===== src/rtl/instr_sequencer.sv =====
// Three-cycle fetch/decode/execute program sequencer driving operation_block.
// Define SEQ_LOOP_EN to compile in the 8-bit hardware loop counter (LDC/LOOP).
module instr_sequencer #(
  parameter int ADDR_W = 8
) (
  input  logic              clk,
  input  logic              rst_n,
  input  logic              run,
  output logic [ADDR_W-1:0] rom_addr,
  input  logic [11:0]       rom_data,
  output logic [2:0]        operation_code,
  output logic [7:0]        in_b,
  output logic              aku_enable,
  output logic              halted
);

  localparam logic [1:0] S_FETCH  = 2'd0;
  localparam logic [1:0] S_DECODE = 2'd1;
  localparam logic [1:0] S_EXEC   = 2'd2;
  localparam logic [1:0] S_HALT   = 2'd3;

  localparam logic [3:0] OP_JMP  = 4'h9;
  localparam logic [3:0] OP_HALT = 4'hA;
  localparam logic [3:0] OP_LOOP = 4'hB;
  localparam logic [3:0] OP_LDC  = 4'hC;

  logic [1:0]        state_q, state_d;
  logic [ADDR_W-1:0] pc_q, pc_d;
  logic [ADDR_W-1:0] pc_inc_s, target_s;
  logic [11:0]       ir_q, ir_d;
  logic [2:0]        op_q, op_d;
  logic [7:0]        in_b_q, in_b_d;
  logic              aku_q, aku_d;
  logic              halted_q, halted_d;
`ifdef SEQ_LOOP_EN
  logic [7:0]        loop_q, loop_d;
`endif

  assign pc_inc_s = pc_q + ADDR_W'(1'b1);
  assign target_s = ADDR_W'(ir_q[7:0]);

  // Next-state and datapath decode for the sequencer.
  always_comb begin
    state_d  = state_q;
    pc_d     = pc_q;
    ir_d     = ir_q;
    op_d     = op_q;
    in_b_d   = in_b_q;
    aku_d    = 1'b0;
    halted_d = halted_q;
`ifdef SEQ_LOOP_EN
    loop_d   = loop_q;
`endif
    case (state_q)
      S_FETCH: begin
        if (run) begin
          state_d = S_DECODE;
        end else begin
          state_d = S_FETCH;
        end
      end
      S_DECODE: begin
        // ALU operands are loaded here so they are already valid during EXECUTE.
        ir_d    = rom_data;
        state_d = S_EXEC;
        if (!rom_data[11]) begin
          aku_d  = 1'b1;
          op_d   = rom_data[10:8];
          in_b_d = rom_data[7:0];
        end else begin
          aku_d  = 1'b0;
        end
      end
      S_EXEC: begin
        state_d = S_FETCH;
        case (ir_q[11:8])
          OP_JMP: pc_d = target_s;
          OP_HALT: begin
            state_d  = S_HALT;
            halted_d = 1'b1;
          end
`ifdef SEQ_LOOP_EN
          OP_LOOP: begin
            if (loop_q != 8'd0) begin
              loop_d = loop_q - 8'd1;
              pc_d   = target_s;
            end else begin
              pc_d   = pc_inc_s;
            end
          end
          OP_LDC: begin
            loop_d = ir_q[7:0];
            pc_d   = pc_inc_s;
          end
`endif
          default: pc_d = pc_inc_s;
        endcase
      end
      S_HALT: begin
        state_d  = S_HALT;
        halted_d = 1'b1;
      end
      default: begin
        state_d = S_FETCH;
      end
    endcase
  end

  // State and output registers; reset clears everything so no strobe can escape.
  always_ff @(posedge clk or negedge rst_n) begin
    if (!rst_n) begin
      state_q  <= S_FETCH;
      pc_q     <= '0;
      ir_q     <= 12'h000;
      op_q     <= 3'd0;
      in_b_q   <= 8'd0;
      aku_q    <= 1'b0;
      halted_q <= 1'b0;
`ifdef SEQ_LOOP_EN
      loop_q   <= 8'd0;
`endif
    end else begin
      state_q  <= state_d;
      pc_q     <= pc_d;
      ir_q     <= ir_d;
      op_q     <= op_d;
      in_b_q   <= in_b_d;
      aku_q    <= aku_d;
      halted_q <= halted_d;
`ifdef SEQ_LOOP_EN
      loop_q   <= loop_d;
`endif
    end
  end

  assign rom_addr       = pc_q;
  assign operation_code = op_q;
  assign in_b           = in_b_q;
  assign aku_enable     = aku_q;
  assign halted         = halted_q;

endmodule


===== config.mk =====
export PLATFORM = sky130hd
export DESIGN_NAME = instr_sequencer
export DESIGN_NICKNAME = d
export VERILOG_FILES = /design/src/rtl/instr_sequencer.sv
export SDC_FILE = /design/constraint.sdc
export NUM_CORES = 1
export LEC_CHECK = 0
export CAP_MARGIN = 20
export CELL_PAD_IN_SITES_DETAIL_PLACEMENT = 2
export CELL_PAD_IN_SITES_GLOBAL_PLACEMENT = 2
export CORE_MARGIN = 5
export CORE_UTILIZATION = 35
export DETAILED_ROUTE_END_ITERATION = 12
export HOLD_SLACK_MARGIN = 0.12
export PLACE_DENSITY = 0.92
export SYNTH_ARGS = -nofsm -noshare
export SYNTH_HDL_FRONTEND = slang
export SYNTH_SLANG_ARGS = --single-unit

===== constraint.sdc =====
create_clock -name clk -period 2.3 [get_ports clk]
set_input_delay 0.46 -clock clk [delete_from_list [all_inputs] [get_ports clk]]
set_output_delay 0.46 -clock clk [all_outputs]
set_load 0.05 [all_outputs]

==> impl_metrics.json <==
{
  "cts_resized": 0,
  "grt_pass1_vias": 1290,
  "core_sq_um": 4350,
  "cp.arrival_ps": 1580,
  "wirelength_um": 4180,
  "place.gp.congestion": 0.705,
  "reg2reg_depth": 3,
  "synth_commonest_cells": "dfrtp_1, mux2_2, a21oi_1, mux2_4, nand2_1",
  "worst_pin_slew_ps": 576,
  "final_antenna_net_count": 0,
  "timing.fmax_ghz": 0.490,
  "die_w_um": 77.1,
  "ir_drop_mv": 0.725,
  "ys_types": 29,
  "setup_viol": 0,
  "min_period_ps": 2040,
  "fin_cells": 211,
  "crit_required_ps": 1840,
  "fp.dieArea_sq_um": 5940,
  "pwr-share-seq_pct": 33.7,
  "synth_seq_cells": 35,
  "criticalPathCategory": "flip-flop to primary output",
  "start_util_pct": 36.1,
  "grt_max_degree": 36,
  "route.detailed.drc": 0,
  "numCtsBuffers": 5,
  "outcome": "complete, no violations",
  "timing.rr.start": "state_q[1]",
  "syn_to_final_growth_pct": 30.9,
  "synth_nets": 134,
  "fp.dieH_um": 77.1,
  "cts-root-buf": "clkbuf_8",
  "rrSetupSlack_ps": 490,
  "skew_ps": 4.89,
  "io_pins": 36,
  "postCtsSetupBuffers": 0,
  "wire_per_inst_um": 19.8,
  "cts_max_path_buffers": 2,
  "min_to": "halted",
  "synth_top_area_share_pct": 55.6,
  "crit_chain": "clkdlybuf4s50_1",
  "comb_power_share_pct": 52.6,
  "antenna_found_initial": 0,
  "track_usage_pct": 15.4,
  "port_buffers": 35,
  "fin_crit_sh_pct": 88.8,
  "yosysSeqAreaShare_pct": 55.6,
  "cts_tree": "done",
  "synth-edff-count": 0,
  "slowest_stage": "clkdlybuf4s50_1",
  "holdBufCountCts": 0,
  "async_reset_ff_share_pct": 100,
  "maxCapViolCount": 0,
  "holdCritPathClass": "flip-flop to flip-flop",
  "clk_latency_ps": 290,
  "critPathTopFamily": "buffers and inverters",
  "diodes": 0,
  "rsz0062_at_grt": "no",
  "h-tree-depth": 2,
  "tns_ps": 0,
  "cp.depth": 1,
  "synth_top_area_cell": "dfrtp_1",
  "cp.buffers_inverters": 1,
  "nets": 174,
  "rows": 24,
  "min_from": "halted",
  "overflow": 0,
  "synth.area.top_cells": "dfrtp_1, mux2_2, mux2_4",
  "path_clk_slew_ps": 70,
  "sw_frac_of_total_pct": 44.4,
  "syn_area_sq_um": 1570,
  "ys_warn_count": 0,
  "grt_pass1_wl_um": 6920,
  "hold_depth": 1,
  "drtIter0Drc": 45,
  "avgSynthCellArea_sq_um": 13.3,
  "crit_path_start_kind": "flip-flop",
  "via_per_inst": 5.33,
  "p_int_uw": 2000,
  "dp_hpwl_um": 3170,
  "clock_power_share_pct": 13.7,
  "path_max_fanout": 6,
  "clock_sinks": 35,
  "synth_ff_type": "dfrtp_1",
  "layout-drive-gt1-share_pct": 23.9,
  "net-switching-power_uw": 1600,
  "via_count": 1124,
  "post-synth-top-count-cell": "dfrtp_1",
  "slew_headroom_pct": 61.4,
  "dp_cells": 203,
  "p_leak_uw": 0.000865,
  "hold_violations": 0,
  "r2r-end": "in_b[4]",
  "powerDensity_nw_per_um2": 1750,
  "report.final.slew_viol_count": 0,
  "first_pass_iters": 4,
  "crit_path_end_kind": "primary output",
  "netlist_instances": 118,
  "max_stage_delay_ps": 840
}
[power by group through the flow]
stage	Clock [uW]	Sequential (uW)	Combinational [uW]
3_5_place_dp	0	1230	1910
4_1_cts	512	1220	1920
6_report	494	1210	1890
5_1_grt	538	1260	2000
3_3_place_gp	0	1180	1820
2_1_floorplan	0	1760	756
[state kept, by name, indices dropped and copies added, names as in the netlist]
name / flops
operation_code: 3
halted: 1
state_q: 2
ir_q: 12
rom_addr: 8
in_b: 8
aku_enable: 1
[cells in the final DEF (no fill, tap or decap)]
master	count
nand4bb_1	1
and4bb_2	1
a21bo_2	1
o21ai_1	2
a22o_1	2
and2b_4	1
and4_1	1
a21oi_1	9
ha_1	1
clkbuf_8	7
a2bb2oi_1	1
nor2b_1	2
nand2b_1	3
nor3b_4	1
nor4bb_4	1
o21ai_0	5
nor2b_4	1
nor2_1	5
nand3_1	4
clkdlybuf4s50_1	35
inv_1	1
o22ai_1	3
clkbuf_1	1
mux2_2	14
mux2_4	9
buf_4	2
nand2_1	9
dfrtp_1	35
a31oi_1	1
[logic make-up (layout without fill, tap and decap cells)]
logic type               after synthesis  after routing  synth area share [%]
adder cells (fa/ha/maj)                1              1                 0.795
AO/OA/AOI/OAI                         24             24                  8.98
flip-flops                            35             35                  55.6
multiplexers                          23             23                  18.6
buffers and inverters                  5             46                  3.02
AND/OR/NAND/NOR                       30             30                  13.0
[final cells by class]
| type | count | area [sq um] |
|---|---|---|
| clock buffers | 8 | 100 |
| multi-input cells | 78 | 651 |
| repair buffers | 37 | 365 |
| inverters | 1 | 3.75 |
| flip-flops and latches | 35 | 876 |
| well taps | 52 | 65.1 |
| fillers | 428 | 2290 |
[worst max path at each step]
| stage | startpoint | to | slack, ps |
|---|---|---|---|
| floorplan | rom_addr[2] | rom_addr[7] | 760 |
| global placement | rom_data[11] | in_b[5] | 480 |
| detailed placement | rom_data[11] | in_b[4] | 410 |
| CTS | rom_addr[0] | rom_addr[0] | 240 |
| global route | rom_addr[0] | rom_addr[0] | 200 |
| finish | rom_addr[0] | rom_addr[0] | 260 |
[layer usage]
layer | share of wire (%) | track usage [%] | wire, um | vias up
li1 | - | - | - | 500
met1 | 40 | 17.5 | 1670 | 586
met2 | 53 | 25.9 | 2200 | 28
met3 | 3.9 | 4.33 | 162 | 10
met4 | 3.3 | 8.42 | 137 | 0
met5 | 0 | 0 | 0 | -
[stage by stage]
step / hold WS (ps) / utilization, % / cell area [sq um] / power [uW] / setup slack, ps
final: 480 / 47.3 / 2060 / 3600 / 259
after global routing: 490 / 47.3 / 2060 / 3800 / 196
after CTS: 482 / 47.3 / 2060 / 3650 / 240
after detailed placement: 460 / 45.0 / 1960 / 3140 / 406
after global placement: 452 / 45.0 / 1960 / 3000 / 481
after floorplan: 164 / - / 1570 / 2510 / 761
Note: power is estimated with default switching activity, not from simulation.
